==> src/rtl/aclk_pkg.sv <==
// Shared types and BCD helpers for the multi-alarm clock: time packing,
// ring FSM states, time validation and the minute increment.
package aclk_pkg;

   typedef struct packed {
      logic [3:0] ms_hr;
      logic [3:0] ls_hr;
      logic [3:0] ms_min;
      logic [3:0] ls_min;
   } bcd_time_t;

   typedef enum logic [1:0] {
      ST_IDLE,
      ST_RINGING,
      ST_SNOOZED
   } ring_state_t;

   function automatic logic bcd_valid(input bcd_time_t t);
      logic ok;
      ok = (t.ls_min <= 4'd9) && (t.ms_min <= 4'd5) &&
           (t.ls_hr <= 4'd9) && (t.ms_hr <= 4'd2);
      if ((t.ms_hr == 4'd2) && (t.ls_hr > 4'd3)) ok = 1'b0;
      return ok;
   endfunction

   // Minute carries into the hour, and 23:59 rolls over to 00:00.
   function automatic bcd_time_t bcd_inc_minute(input bcd_time_t t);
      bcd_time_t r;
      r = t;
      if (t.ls_min != 4'd9) begin
         r.ls_min = t.ls_min + 4'd1;
      end else begin
         r.ls_min = 4'd0;
         if (t.ms_min != 4'd5) begin
            r.ms_min = t.ms_min + 4'd1;
         end else begin
            r.ms_min = 4'd0;
            if ((t.ms_hr == 4'd2) && (t.ls_hr == 4'd3)) begin
               r.ms_hr = 4'd0;
               r.ls_hr = 4'd0;
            end else if (t.ls_hr == 4'd9) begin
               r.ls_hr = 4'd0;
               r.ms_hr = t.ms_hr + 4'd1;
            end else begin
               r.ls_hr = t.ls_hr + 4'd1;
            end
         end
      end
      return r;
   endfunction

endpackage

==> src/rtl/aclk_minute_prescaler.sv <==
// Divides clk down to a one-cycle minute tick; fast_watch forces a tick
// every cycle and clear restarts the count from zero.
module aclk_minute_prescaler #(
   parameter int CLKS_PER_MIN = 15360
) (
   input  logic clk,
   input  logic reset,
   input  logic fast_watch,
   input  logic clear,
   output logic tick
);

   localparam int CW = (CLKS_PER_MIN > 1) ? $clog2(CLKS_PER_MIN) : 1;
   localparam logic [CW-1:0] LAST = CW'(CLKS_PER_MIN - 1);

   logic [CW-1:0] cnt_q, cnt_d;

   always_comb begin
      cnt_d = cnt_q + 1'b1;
      if (clear || (cnt_q == LAST)) cnt_d = '0;
   end

   always_ff @(posedge clk) begin
      if (reset) cnt_q <= '0;
      else       cnt_q <= cnt_d;
   end

   assign tick = fast_watch | (cnt_q == LAST);

endmodule

==> src/rtl/multi_alarm_clk.sv <==
// BCD time-of-day clock with NUM_ALARMS alarm registers and a
// ring / snooze / auto-stop state machine.
module multi_alarm_clk
   import aclk_pkg::*;
#(
   parameter int NUM_ALARMS   = 4,
   parameter int CLKS_PER_MIN = 15360,
   parameter int SNOOZE_MIN   = 5,
   parameter int RING_MAX_MIN = 3,
   localparam int AW = (NUM_ALARMS > 1) ? $clog2(NUM_ALARMS) : 1
) (
   input  logic                  clk,
   input  logic                  reset,
   input  logic                  fast_watch,
   input  logic                  load_time,
   input  logic                  load_alarm,
   input  logic [AW-1:0]         alarm_sel,
   input  logic                  alarm_en_wr,
   input  logic [15:0]           new_time,
   input  logic                  snooze,
   input  logic                  stop,
   output logic [15:0]           current_time,
   output logic                  sound_alarm,
   output logic [AW-1:0]         active_alarm,
   output logic [NUM_ALARMS-1:0] alarm_en
);

   localparam logic [AW:0] NUM_AL     = (AW + 1)'(NUM_ALARMS);
   localparam logic [7:0]  SNOOZE_LD  = 8'(SNOOZE_MIN);
   localparam logic [7:0]  RING_LAST  = 8'(RING_MAX_MIN - 1);

   bcd_time_t             new_bcd, next_min;
   bcd_time_t             time_q, time_d;
   bcd_time_t             alarm_time_q [NUM_ALARMS];
   bcd_time_t             alarm_time_d [NUM_ALARMS];
   logic [NUM_ALARMS-1:0] alarm_en_q, alarm_en_d;
   logic                  tick, load_time_ok, load_alarm_ok, minute_step;
   logic                  match_any;
   logic [AW-1:0]         match_idx;

   ring_state_t           state_q;
   logic [7:0]            ring_cnt_q, snooze_cnt_q;
   logic [AW-1:0]         active_q;
   logic                  sound_q;

   aclk_minute_prescaler #(
      .CLKS_PER_MIN (CLKS_PER_MIN)
   ) u_prescaler (
      .clk        (clk),
      .reset      (reset),
      .fast_watch (fast_watch),
      .clear      (load_time_ok),
      .tick       (tick)
   );

   assign new_bcd       = bcd_time_t'(new_time);
   assign load_time_ok  = load_time & bcd_valid(new_bcd);
   assign load_alarm_ok = load_alarm & bcd_valid(new_bcd) & ({1'b0, alarm_sel} < NUM_AL);
   assign minute_step   = tick & ~load_time_ok;
   assign next_min      = bcd_inc_minute(time_q);

   always_comb begin
      time_d = time_q;
      if (load_time_ok)     time_d = new_bcd;
      else if (minute_step) time_d = next_min;
   end

   always_comb begin
      alarm_en_d = alarm_en_q;
      for (int i = 0; i < NUM_ALARMS; i++) begin
         alarm_time_d[i] = alarm_time_q[i];
         if (load_alarm_ok && (AW'(i) == alarm_sel)) begin
            alarm_time_d[i] = new_bcd;
            alarm_en_d[i]   = alarm_en_wr;
         end
      end
   end

   // Descending scan so the lowest matching index is the one left standing.
   always_comb begin
      match_any = 1'b0;
      match_idx = '0;
      for (int i = NUM_ALARMS - 1; i >= 0; i--) begin
         if (alarm_en_q[i] && (alarm_time_q[i] == next_min)) begin
            match_any = 1'b1;
            match_idx = AW'(i);
         end
      end
   end

   always_ff @(posedge clk) begin
      if (reset) begin
         time_q     <= '0;
         alarm_en_q <= '0;
         for (int i = 0; i < NUM_ALARMS; i++) alarm_time_q[i] <= '0;
      end else begin
         time_q     <= time_d;
         alarm_en_q <= alarm_en_d;
         for (int i = 0; i < NUM_ALARMS; i++) alarm_time_q[i] <= alarm_time_d[i];
      end
   end

   // sound_q is updated together with the state so it tracks RINGING exactly.
   always_ff @(posedge clk) begin
      if (reset) begin
         state_q      <= ST_IDLE;
         ring_cnt_q   <= '0;
         snooze_cnt_q <= '0;
         active_q     <= '0;
         sound_q      <= 1'b0;
      end else begin
         case (state_q)
            ST_IDLE: begin
               if (minute_step && match_any) begin
                  state_q    <= ST_RINGING;
                  active_q   <= match_idx;
                  ring_cnt_q <= '0;
                  sound_q    <= 1'b1;
               end
            end
            ST_RINGING: begin
               if (stop) begin
                  state_q <= ST_IDLE;
                  sound_q <= 1'b0;
               end else if (snooze) begin
                  state_q      <= ST_SNOOZED;
                  snooze_cnt_q <= SNOOZE_LD;
                  sound_q      <= 1'b0;
               end else if (minute_step) begin
                  if (ring_cnt_q == RING_LAST) begin
                     state_q <= ST_IDLE;
                     sound_q <= 1'b0;
                  end else begin
                     ring_cnt_q <= ring_cnt_q + 8'd1;
                  end
               end
            end
            ST_SNOOZED: begin
               if (stop) begin
                  state_q <= ST_IDLE;
               end else if (minute_step) begin
                  if (snooze_cnt_q <= 8'd1) begin
                     state_q      <= ST_RINGING;
                     ring_cnt_q   <= '0;
                     snooze_cnt_q <= '0;
                     sound_q      <= 1'b1;
                  end else begin
                     snooze_cnt_q <= snooze_cnt_q - 8'd1;
                  end
               end
            end
            default: begin
               state_q <= ST_IDLE;
               sound_q <= 1'b0;
            end
         endcase
      end
   end

   assign current_time = time_q;
   assign sound_alarm  = sound_q;
   assign active_alarm = active_q;
   assign alarm_en     = alarm_en_q;

endmodule
==> config.mk <==
export PLATFORM = sky130hd
export DESIGN_NAME = multi_alarm_clk
export DESIGN_NICKNAME = d
export VERILOG_FILES = /design/src/rtl/aclk_pkg.sv /design/src/rtl/aclk_minute_prescaler.sv /design/src/rtl/multi_alarm_clk.sv
export SDC_FILE = /design/constraint.sdc
export NUM_CORES = 1
export LEC_CHECK = 0
export CAP_MARGIN = 20
export CORE_UTILIZATION = 46
export CTS_BUF_LIST = sky130_fd_sc_hd__clkbuf_2
export DETAILED_ROUTE_END_ITERATION = 16
export GPL_TIMING_DRIVEN = 0
export HOLD_SLACK_MARGIN = 0.03
export PLACE_DENSITY = 0.64
export SLEW_MARGIN = 20
export SYNTH_ARGS = -nofsm -noshare
export SYNTH_HDL_FRONTEND = slang
export SYNTH_SLANG_ARGS = --single-unit
==> constraint.sdc <==
create_clock -name clk -period 3.5 [get_ports clk]
set_clock_uncertainty 0.2 [all_clocks]
set_input_delay 0.7 -clock clk [delete_from_list [all_inputs] [get_ports clk]]
set_output_delay 0.7 -clock clk [all_outputs]
set_load 0.05 [all_outputs]
==> qor.txt <==
initial core utilization: 47.0%
post-DR wirelength/cell: 19.4 um
Synth cell types: 73
setup violators final: 7
DRC: 0
Mapped Nets: 822
CP Capture Type: register
crit share post-route: 105%
Worst-Margin Slew: 890 ps
fin. max-slew vios: 0
Post-synth ARST share: 0%
GPL Wtd Cong: 0.919
setup TNS: -822 ps
failing checks: setup timing
Worst Path Max Fanout: 6
synth top area cells: dfxtp_1 (36%), mux2i_1 (7.1%), nor2_1 (6.9%), xnor2_1 (5.2%), xor2_1 (4.3%)
leading area contributor after synthesis: dfxtp_1
Total Die Area: 14700 um^2
core area: 13900 um^2
deepest clock path buffer count: 2
IO Count: 49
synthesized flop and latch total: 119
xor/xnor share of the synthesized area: 10.0%
Max Cap Viol: 0
static leakage: 0.00319 uW
clk_lat worst skew: 710 ps
Peak VDD IR: 0.213 mV
synthesized instance count: 785
Root Driver: clkbuf_2
Hold Path Class: primary input to register
pwr dens: 306 nW/um^2
# hold bufs at CTS: 0
Post-Syn Area per Cell: 8.32 um^2
# nets final: 953
DRT iter0 DRCs: 716
Sw Pwr: 818 uW
WP data arrival: 4150 ps
Most common cell on crit path: buf_4
power share of the clock group: 33.2%
final hold vios: 0
sequential area share after synthesis: 36.5%
post-DP HPWL: 14200 um
Mapped Area: 6530 um^2
Inserted Clock Buffers: 17
final core utilization: 62.6%
die extent in x: 121 um
PortBufs: 46
Gate power share: 14.7%
DR vias/cell: 5.81
Sw Ratio: 30.7%
wirelength, routed: 21400 um
drt pass-1 iters: 5
crit path from: current_time[10]
largest family of logic cells by synthesized area: simple AND/OR/NAND/NOR gates
Simple-Gate Fraction of Synth Area: 24.1%
pin count of the biggest net entering global routing: 17
delay-heaviest family, CP: compound AO/OA/AOI/OAI gates
CP max stage delay: 510 ps
Compound-Gate Fraction of Synth Area: 15.8%
CP Launch Type: register
top_reg_cell synth: dfxtp_1
CTS H-tree depth: 4
initial antenna violation count: 0
min Tclk post-route: 3690 ps
top cell type's share of synthesized area: 36.5%
Tot Pwr: 2660 uW
layout cells sized above 1: 22.5%
Setup Crit Path Kind: register to register
die height: 121 um
WP data required: 3960 ps
top-count cell post-synth: nor2_1
Cell Chain, Critical Path: buf_4 > nand3b_1 > buf_4 > or2_4 > a21oi_4 > a2bb2oi_4 > xor2_1 > o2111ai_2 > o41ai_4 > nor4_4 > buf_6 > or4_4 > a21oi_2
sequential power share: 52.1%
gr usage total: 29.4%
setup ws final: -187 ps
Synth Area in Adders: 2.11%
worst rel slew slack: 40.2%
Yosys Warn Count: 0
Num Clock Sinks: 119
row count: 43
vias: 6436
Reg2Reg Depth: 13
top cells by count, synth: nor2_1 (120), dfxtp_1 (119), nand2_1 (57)
worst path bufs/invs: 3
multiplexer share of the synthesized area: 7.26%
GRT overflow: 0
RSZ-0062 raised after global routing: true
Worst Hold Path Cells: 3
Crit path depth: 13
first-pass GRT wire length: 32500 um
vias in the first global route: 5930
diode count: 0
Reg clk slew, reported paths: 190 ps
RR Startpoint: current_time[10]
Hold Path Origin: new_time[11]
Post-DRT Antenna Nets: 0
number of synthesized flops with an enable pin: 0
fmax: 271 MHz
Slowest cell on crit path: o41ai_4
CTS tree: built
Internal: 1840 uW
Layout Area Growth over Synthesis: 33.0%
status: finished with violations
==> logic make-up (layout without fill, tap and decap cells) <==
family,after synthesis,after routing
AOI/OAI and AO/OA,153,153
adders and majority gates,11,11
muxes,47,47
DFF,119,119
xor gates and xnor gates,73,73
buffers and inverters,64,207
and+or+nand+nor,318,318
==> per-layer routing <==
metal	part of all wire, %	up-vias	global-route usage (%)
li1	-	3040	-
met1	45	3108	40.7
met2	46	248	45.3
met3	6.6	40	5.97
met4	2.8	0	10.3
met5	0	-	0
==> state kept, by name, summed over array words and instances, names as in the netlist <==
register	cells
active_alarm	2
alarm_en	4
alarm_time_q	64
current_time	16
ring_cnt_q	8
snooze_cnt_q	8
sound_alarm	1
state_q	2
u_prescaler.cnt_q	14
==> layout by cell type (no fill, tap or decap), types with 23 or more instances in the layout <==
cell	netlist	layout
xnor2_1	39	38
clkbuf_1	28	23
nor2_1	120	117
a21oi_1	49	43
clkdlybuf4s50_1	0	45
nand3_1	25	25
xor2_1	32	28
nand2_1	57	55
buf_4	3	57
mux2i_1	46	46
dfxtp_1	119	103
==> power by group through the flow <==
stage	clock network (uW)	logic (uW)	registers, uW
final	884	392	1390
after global routing	961	413	1390
after CTS	886	346	1390
after detailed placement	0	306	1410
after global placement	0	304	1410
after floorplan	0	157	1430
==> worst reg2reg max path: stages, from the launching register on <==
cell,delay (ps)
dfxtp_4,390
buf_4,160
nand3b_1,240
buf_4,190
or2_4,250
a21oi_4,190
a2bb2oi_4,210
xor2_1,200
o2111ai_2,220
o41ai_4,510
nor4_4,120
buf_6,160
or4_4,480
a21oi_2,140
==> timing repair <==
item                                    CTS  global route
endpoints found under the setup margin   14            17
pin swaps                                21            36
hold endpoints to repair                  0             0
buffers inserted                         39            27
cloned                                    0             1
gates resized for setup                  63            66
==> path summary, 6_finish.rpt <==
path                         endpoint  slack, ps
setup / recovery        ring_cnt_q[2]       -190
hold / removal    alarm_time_q[1][11]        210
setup reg to reg        ring_cnt_q[2]       -190
hold reg to reg   alarm_time_q[1][11]        270
==> final cells by class <==
class                      count  area (um^2)
clock buffer                  17         85.1
clock inverter                14          135
tap                          180          225
sequential                   119         2430
buffer                        39          254
timing repair buffer         115         1060
inverter                      22         85.1
fill                        1203         5190
multi-input combinational    602         4420
==> per-stage QoR <==
step / worst slack, ps / hold WS, ps / instances / area, um^2
floorplan: 2.10 / 230 / 785 / 6620
global placement: -1420 / 245 / 1011 / 7310
detailed placement: -887 / 248 / 1013 / 7330
CTS: -59.4 / 270 / 1080 / 8130
global route: -260 / 167 / 1108 / 8690
finish: -187 / 208 / 1108 / 8690
(Power assumes the default switching activity.)
